## src/rtl/life_engine_param.sv

```systemverilog
// Parametrised Game of Life engine: row-serial next-generation compute into a
// shadow board, single-cycle commit, optional toroidal wrap, free-run mode and
// still-life / extinction flags.
module life_engine_param #(
  parameter  int unsigned ROWS  = 16,
  parameter  int unsigned COLS  = 16,
  parameter  int unsigned GEN_W = 16,
  localparam int unsigned RW    = $clog2(ROWS)
) (
  input  logic                 clk,
  input  logic                 rst_n,
  input  logic                 clear,
  input  logic                 load_valid,
  input  logic [RW-1:0]        load_row,
  input  logic [COLS-1:0]      load_data,
  input  logic                 step,
  input  logic                 run,
  input  logic                 wrap_mode,
  output logic [ROWS*COLS-1:0] board_o,
  output logic [GEN_W-1:0]     generation_cnt_o,
  output logic                 busy,
  output logic                 done,
  output logic                 stable,
  output logic                 extinct
);

  localparam logic [RW-1:0] LAST_ROW = RW'(ROWS - 1);

  typedef enum logic [1:0] {
    IDLE    = 2'd0,
    COMPUTE = 2'd1,
    COMMIT  = 2'd2
  } state_t;

  state_t                     state;
  logic [RW-1:0]              row_idx;
  logic                       wrap_q;
  logic [ROWS-1:0][COLS-1:0]  board;
  logic [ROWS-1:0][COLS-1:0]  shadow;
  logic [GEN_W-1:0]           gen;

  logic [COLS-1:0]            row_up;
  logic [COLS-1:0]            row_mid;
  logic [COLS-1:0]            row_dn;
  logic [COLS+1:0]            ext_up;
  logic [COLS+1:0]            ext_mid;
  logic [COLS+1:0]            ext_dn;
  logic [3:0]                 cnt;
  logic [COLS-1:0]            next_row;

  assign board_o          = board;
  assign generation_cnt_o = gen;

  // Fetch the three source rows around row_idx; off-board rows are dead unless wrapping
  always_comb begin
    row_mid = board[row_idx];
    if (row_idx == '0) begin
      row_up = wrap_q ? board[LAST_ROW] : '0;
    end else begin
      row_up = board[row_idx - RW'(1)];
    end
    if (row_idx == LAST_ROW) begin
      row_dn = wrap_q ? board[0] : '0;
    end else begin
      row_dn = board[row_idx + RW'(1)];
    end
  end

  // Pad each row by one column on both sides so every cell sees a uniform 3x3 window
  always_comb begin
    ext_up  = {wrap_q & row_up[0],  row_up,  wrap_q & row_up[COLS-1]};
    ext_mid = {wrap_q & row_mid[0], row_mid, wrap_q & row_mid[COLS-1]};
    ext_dn  = {wrap_q & row_dn[0],  row_dn,  wrap_q & row_dn[COLS-1]};
  end

  // B3/S23 rule applied to every column of the current row
  always_comb begin
    cnt      = '0;
    next_row = '0;
    for (int c = 0; c < int'(COLS); c++) begin
      cnt = 4'(ext_up[c])  + 4'(ext_up[c+1])  + 4'(ext_up[c+2]) +
            4'(ext_mid[c])                    + 4'(ext_mid[c+2]) +
            4'(ext_dn[c])  + 4'(ext_dn[c+1])  + 4'(ext_dn[c+2]);
      next_row[c] = (cnt == 4'd3) | (ext_mid[c+1] & (cnt == 4'd2));
    end
  end

  // Control FSM plus board, shadow, counter and status registers
  always_ff @(posedge clk or negedge rst_n) begin
    if (!rst_n) begin
      state   <= IDLE;
      row_idx <= '0;
      wrap_q  <= 1'b0;
      board   <= '0;
      shadow  <= '0;
      gen     <= '0;
      busy    <= 1'b0;
      done    <= 1'b0;
      stable  <= 1'b0;
      extinct <= 1'b0;
    end else begin
      done <= 1'b0;
      if (clear) begin
        state   <= IDLE;
        row_idx <= '0;
        board   <= '0;
        gen     <= '0;
        busy    <= 1'b0;
        stable  <= 1'b0;
        extinct <= 1'b0;
      end else begin
        case (state)
          IDLE: begin
            if (load_valid) begin
              if (32'(load_row) < ROWS) begin
                board[load_row] <= load_data;
                stable          <= 1'b0;
                extinct         <= 1'b0;
              end
            end else if (step || run) begin
              wrap_q  <= wrap_mode;
              row_idx <= '0;
              busy    <= 1'b1;
              state   <= COMPUTE;
            end
          end
          COMPUTE: begin
            shadow[row_idx] <= next_row;
            if (row_idx == LAST_ROW) begin
              state <= COMMIT;
            end else begin
              row_idx <= row_idx + RW'(1);
            end
          end
          COMMIT: begin
            board   <= shadow;
            gen     <= gen + GEN_W'(1);
            stable  <= (shadow == board);
            extinct <= (shadow == '0);
            done    <= 1'b1;
            if (run) begin
              wrap_q  <= wrap_mode;
              row_idx <= '0;
              state   <= COMPUTE;
            end else begin
              busy  <= 1'b0;
              state <= IDLE;
            end
          end
          default: begin
            busy  <= 1'b0;
            state <= IDLE;
          end
        endcase
      end
    end
  end

endmodule

```

## config.mk

```make
export PLATFORM = sky130hd
export DESIGN_NAME = life_engine_param
export DESIGN_NICKNAME = d
export VERILOG_FILES = /design/src/rtl/life_engine_param.sv
export SDC_FILE = /design/constraint.sdc
export NUM_CORES = 2
export LEC_CHECK = 0
export ABC_AREA = 0
export BUFFER_PORTS_ARGS = -buffer_cell sky130_fd_sc_hd__buf_4
export CAP_MARGIN = 20
export CELL_PAD_IN_SITES_DETAIL_PLACEMENT = 0
export CELL_PAD_IN_SITES_GLOBAL_PLACEMENT = 1
export CORE_MARGIN = 2
export CORE_UTILIZATION = 43
export CTS_CLUSTER_SIZE = 16
export DETAILED_ROUTE_END_ITERATION = 12
export PLACE_DENSITY_LB_ADDON = 0.1
export SLEW_MARGIN = 25
export SYNTH_ARGS = -nofsm -noshare
export SYNTH_HDL_FRONTEND = slang
export SYNTH_SLANG_ARGS = --single-unit
export TNS_END_PERCENT = 1
```

## constraint.sdc

```tcl
create_clock -name clk -period 7 [get_ports clk]
set_input_delay 0.35 -clock clk [delete_from_list [all_inputs] [get_ports clk]]
set_output_delay 0.35 -clock clk [all_outputs]
set_load 0.005 [all_outputs]
```

# Word level (Yosys, flattened, before mapping)
# Cells that the tools add are included.
[classes]
n_addsub = 115
magnitude_cmp = 6
eq_ne = 47
muxes = 49
bitwise_logic = 39
reduce_logical = 16
[op_table]
columns = ["op", "n"]
rows = [
  ["$bwmux W256", 2],
  ["$mux W256", 2],
  ["$pmux W256 S2", 1],
  ["$add A4 B1 Y4", 64],
  ["$eq A256 B256 Y1", 1],
  ["$logic_not A256 Y1", 1],
  ["$bmux W16 S4", 3],
  ["$mux W16", 11],
  ["$demux W16 S4", 2],
  ["$eq A4 B2 Y1 const B", 32],
  ["$add A3 B1 Y4", 16],
  ["$add A2 B1 Y3", 16],
  ["$add A1 B1 Y2", 16],
  ["$and A1 B1 Y1", 22],
  ["$ne A3 B3 Y1 const B", 7],
  ["$lt A4 B5 Y1 const B", 4],
  ["$mux W4", 5],
  ["$add A16 B1 Y16 const B", 1],
  ["$or A1 B1 Y1", 16],
  ["$mux W1", 13],
  ["$pmux W4 S3", 1],
  ["$reduce_and A5 Y1", 2],
  ["$ge A4 B1 Y1 const B", 2],
  ["$mux W2", 4],
  ["other kinds (20)", 28],
]
[word_totals]
ff_bits = 539
output_inout_bits = 276
word_cells = 312

# Depth between registers and ports, before layout
[logic_depth]
depth_word = 16
depth_mapped = 38
mapped_depth_nobuf = 20

# Least setup slack after synthesis
# No wires, ideal clock.
[synth_path]
kind = "register to register"
start = "register row_idx[0]"
end = "register shadow[112] in the netlist's numbering"
setup_ns = 0.133
arrival_ns = 7.498
required_ns = 6.867
path_slack_ns = -0.631
stages_incl_launch_ff = 35
n_path_buf = 17
path_cell_list = "dfrtp_1 -> buf_6 -> buf_6 -> buf_12 -> buf_12 -> buf_12 -> buf_8 -> buf_6 -> buf_4 -> buf_2 -> buf_4 -> buf_4 -> inv_1 -> ha_1 -> buf_2 -> buf_6 -> buf_6 -> buf_4 -> buf_2 -> mux4_2 -> mux4_2 -> nand2_1 -> o21ai_0 -> fa_1 -> fa_1 -> inv_1 -> fa_1 -> inv_1 -> ha_1 -> fa_1 -> nand3_1 -> o21ai_0 -> o211ai_1 -> clkbuf_1 -> o21ai_0"
[synth_via]
elab_chain_cells = 16
[synth_lines]
columns = ["element", "line_no", "text"]
rows = [
  ["start, declared", "36", "logic [RW-1:0] row_idx;"],
  ["start signal, assigned", "132", "row_idx <= row_idx + RW'(1);"],
  ["$sub A4 B1 Y4", "60", "row_up = board[row_idx - RW'(1)];"],
  ["$bmux W16 S4", "60", ""],
  ["$mux W16 (not written as such)", "60", ""],
  ["$mux W16", "57", "if (row_idx == '0) begin"],
  ["$and A1 B1 Y1", "71", "ext_up = {wrap_q & row_up[0], row_up, wrap_q & row_up[COLS-1]};"],
  ["$add A1 B1 Y2", "81", "cnt = 4'(ext_up[c]) + 4'(ext_up[c+1]) + 4'(ext_up[c+2]) +"],
  ["$add A2 B1 Y3", "81", ""],
  ["$add A3 B1 Y4", "81", ""],
  ["$add A4 B1 Y4 (2 in a row)", "82", "4'(ext_mid[c]) + 4'(ext_mid[c+2]) +"],
  ["$add A4 B1 Y4 (2 in a row)", "83", "4'(ext_dn[c]) + 4'(ext_dn[c+1]) + 4'(ext_dn[c+2]);"],
  ["$eq A4 B2 Y1", "84", "next_row[c] = (cnt == 4'd3) | (ext_mid[c+1] & (cnt == 4'd2));"],
  ["$and A1 B1 Y1", "84", ""],
  ["$or A1 B1 Y1", "84", ""],
  ["$bwmux W256 *", "128", "shadow[row_idx] <= next_row;"],
  ["end signal, assigned by index", "128", ""],
  ["end, declared", "39", "logic [ROWS-1:0][COLS-1:0] shadow;"],
]
# Every way passes the cells marked *; elsewhere a longest branch is shown, timed or not. The select of a mux whose other input is x is not followed.
# A chain may end at the register's enable or synchronous reset.

# Final worst setup path
[layout_path]
start = "register row_idx[1]"
end = "register shadow[170] in the netlist's numbering"
[layout_via]
elab_chain_cells = 15
[layout_lines]
columns = ["element", "line_no"]
rows = [
  ["$sub A4 B1 Y4", "60"],
  ["$bmux W16 S4", "60"],
  ["$mux W16 (not written as such)", "60"],
  ["$mux W16", "57"],
  ["$add A1 B1 Y2", "81"],
  ["$add A2 B1 Y3", "81"],
  ["$add A3 B1 Y4", "81"],
  ["$add A4 B1 Y4 (2 in a row)", "82"],
  ["$add A4 B1 Y4 (2 in a row)", "83"],
  ["$eq A4 B2 Y1", "84"],
  ["$and A1 B1 Y1", "84"],
  ["$or A1 B1 Y1", "84"],
  ["$bwmux W256 *", "128"],
]
# Marked as above.

==> summary.md <==
| Metric | Value |
|---|---|
| Status | finished, final reports clean |
| Antenna violations before repair | 25 |
| CTS Buf Count | 66 |
| CTS Buffer Depth | 3 |
| Routed vias/inst | 7.045 |
| R2r worst-path depth | 19 |
| Crit path to | shadow[170] |
| Power per cell area | 192.2 mW/mm2 |
| Final Hold Fails | 0 |
| Clk pwr share | 0.474 |
| GRT Total Usage | 0.4882 |
| Pre-CTS setup slack | 0.4437 ns |
| Gpl congestion | 1.097 |
| Layout area overhead | 17.49% |
| Setup TNS | 0 ns |
| EDFF count, synth | 0 |
| WL final | 204.3 mm |
| Largest net degree at the start of global routing | 153 |
| Seq/Total Area, Yosys | 0.3895 |
| Reg2Reg Launch Point | row_idx[1] |
| Worst skew pair latency | 0.65 ns |
| HP Class | input pin to flop |
| H-tree levels | 3 |
| Final setup fails | 0 |
| Resize count post-CTS | 0 |
| Power share of the combinational group | 0.112 |
| CP startpoint | row_idx[1] |
| Highest net fanout along the worst path | 16 |
| Max-Slew Margin vs Limit | 0.1310 |
| WL per Instance | 42.45 um |
| # rows | 104 |
| Core area | 0.08016 mm2 |
| Total gr overflow | 0 |
| Syn_nets | 3607 |
| Critical path's slowest cell | o22ai_1 |
| Avg Cell Area, Syn | 9.968 um2 |
| Post-DP HPWL | 149.3 mm |
| Non-filler cells in the finished layout | 4813 |
| Worst-Margin Slew | 1.303 ns |
| Die Width | 287.8 um |
| VDD IR max | 0.1743 mV |
| RSZ-0062 raised after global routing | false |
| Crit path DAT | 7.22 ns |
| Final ANT Viol Nets | 0 |
| Die ar. | 0.08282 mm2 |
| WS Path Type | flop to flop |
| Placed Cells | 4683 |
| Crit path launch type | flop |
| Initial Util | 0.4320 |
| Finished Cell Area | 0.04069 mm2 |
| Layout cells sized above 1 | 0.2150 |
| Syn Inst Count | 3474 |
| Vias post-DR | 33910 |
| Ys flop type | dfrtp_1 |
| Most frequent CP cell | fa_1 |
| Slew Limit Fails | 0 |
| CP Buf/Inv Count | 3 |
| Nets | 3827 |
| Achievable Freq | 148.6 MHz |
| Initial DRC Count | 5422 |
| CTS clk-pin slew, worst paths | 0.06 ns |
| Largest delay share family, worst path | adder cells |
| Psw | 2.273 mW |
| Sw frac | 0.2907 |
| R2r setup slk | 0.27 ns |
| Clk sinks | 539 |
| Synth unique cells | 69 |
| Final Skew | 0.04580 ns |
| YS warnings | 0 |
| Cell Area, Placed | 0.03831 mm2 |
| TritonCTS clock tree | built |
| CP Cell Sequence | inv_1 > ha_1 > xor2_4 > mux4_2 > o22ai_1 > o21ai_1 > xor2_1 > ha_1 > fa_1 > inv_1 > fa_1 > nor2b_1 > fa_1 > nand2_1 > nor2_1 > o21ai_0 > a211o_1 > buf_4 > o21ai_0 |
| Total chip power | 7.819 mW |
| Post-route setup slack | 0.2693 ns |
| Die Ht | 287.8 um |
| Worst path depth | 19 |
| Yosys reg bits | 539 |
| IO Port Bufs | 302 |
| Crit end category | flop |
| Vias in the first global route | 31670 |
| Final period utilization | 0.9615 |
| CP max stage delay | 0.64 ns |
| Top-level port count | 303 |
| Root Driver | clkbuf_16 |
| Sequential share of power | 0.414 |
| Max-cap violations | 0 |
| Leak | 18.48 nW |
| TritonRoute pass-1 iters | 6 |
| CP Data Required Time | 7.48 ns |
| Pint | 5.546 mW |
| Mapped Area | 0.03463 mm2 |
| DR DRC count | 0 |
| Asr flop ratio synth | 1.000 |
| Fin crit period | 6.731 ns |
| Reg2reg end | shadow[170] |
| First-pass GRT wire length | 274.7 mm |
==> worst min-delay path, stage by stage <==
cell and delay [ns]:
buf_4 0.12, nand3b_1 0.07, a21oi_1 0.06
==> worst min-delay path by stage <==
stage / slack [ns] / cells after the start / startpoint / to
5_1_grt: 0.04 / 3 / run / busy
3_5_place_dp: 0.45 / 1 / rst_n / board_o[177]
6_report: 0.02 / 3 / run / busy
2_1_floorplan: 0.05 / 0 / rst_n / board_o[0]
3_3_place_gp: 0.45 / 1 / rst_n / board_o[177]
4_1_cts: 0.003 / 3 / run / busy
==> layer usage <==
metal  global-route usage  up-vias  routed length, um
li1                     -    13140                  -
met1               0.6194    17070              73450
met2               0.6723     2952              82270
met4               0.3348       22              18160
met5                    0        -                152
met3               0.2054      728              30260
==> cell usage after synthesis, types with 43 or more instances <==
cell type  number  area, um2
nor4_1        124      775.7
nand3_1        70      350.3
a22oi_1       266       1997
o21ai_0       524       2623
clkbuf_1      225      844.6
mux4_2        175       3941
dfrtp_1       539      13490
nand4_1        43      269.0
nand2_1       618       2320
nor2_1         58      217.7
xnor2_1        46      402.9
xor2_1        221       1936
inv_1          96      360.4
a21oi_1        49      245.2
ha_1           55      688.2
fa_1           51       1021
==> state kept, by name, indices dropped and copies added, names as in the netlist <==
register and count:
board_o 256, shadow 256, generation_cnt_o 16, row_idx 4, state 2, busy 1, done 1, extinct 1
stable 1, wrap_q 1
==> power by group through the flow <==
stage / Sequential, mW / Clock [mW] / Combinational, mW
2_1_floorplan: 3.24 / 0 / 0.451
3_3_place_gp: 3.28 / 0 / 0.822
3_5_place_dp: 3.29 / 0 / 0.833
4_1_cts: 3.23 / 3.70 / 0.836
5_1_grt: 3.23 / 3.82 / 0.899
6_report: 3.24 / 3.71 / 0.874
==> stage by stage <==
stage | hold slack (ns) | util
CTS | 0.003411 | 0.5068
finish | 0.01645 | 0.5076
floorplan | 0.05441 | -
global route | 0.03996 | 0.5073
detailed placement | 0.4549 | 0.4779
global placement | 0.4542 | 0.4770
==> cell usage in the layout, fill, tap and decap left out, types with 64 or more instances in the layout <==
cell	n
a22oi_1	266
buf_4	423
clkbuf_16	67
dfrtp_1	537
inv_1	96
mux4_2	175
nand2_1	617
nand3_1	64
nor4_1	118
o21ai_0	522
xor2_1	219
==> area by class of cell <==
| class | count | area, um2 |
|---|---|---|
| fill | 7457 | 39470 |
| multi-input combinational | 2554 | 19770 |
| sequential | 539 | 13500 |
| timing repair buffer | 436 | 3411 |
| clock buffer | 92 | 1951 |
| tap | 1060 | 1326 |
| inverter | 97 | 364.1 |
| clock inverter | 27 | 346.6 |
| antenna | 8 | 20.02 |
==> cells by family (layout without fill, tap and decap cells) <==
group / after synthesis / after routing / share of synthesized area
other: 0 / 8 / 0
AOI/OAI and AO/OA: 930 / 930 / 0.1623
xor gates and xnor gates: 267 / 267 / 0.06753
muxes: 255 / 255 / 0.1540
buffers and inverters: 381 / 652 / 0.04856
DFF: 539 / 539 / 0.3895
and+or+nand+nor: 996 / 996 / 0.1288
adders and majority gates: 106 / 106 / 0.04936
==> what timing repair did <==
action,CTS,global route
setup buffers,0,1
hold endpoints to repair,95,0
endpoints found under the setup margin,0,1
hold buffers,2,0
No activity file was read; power rests on OpenSTA's default activity.
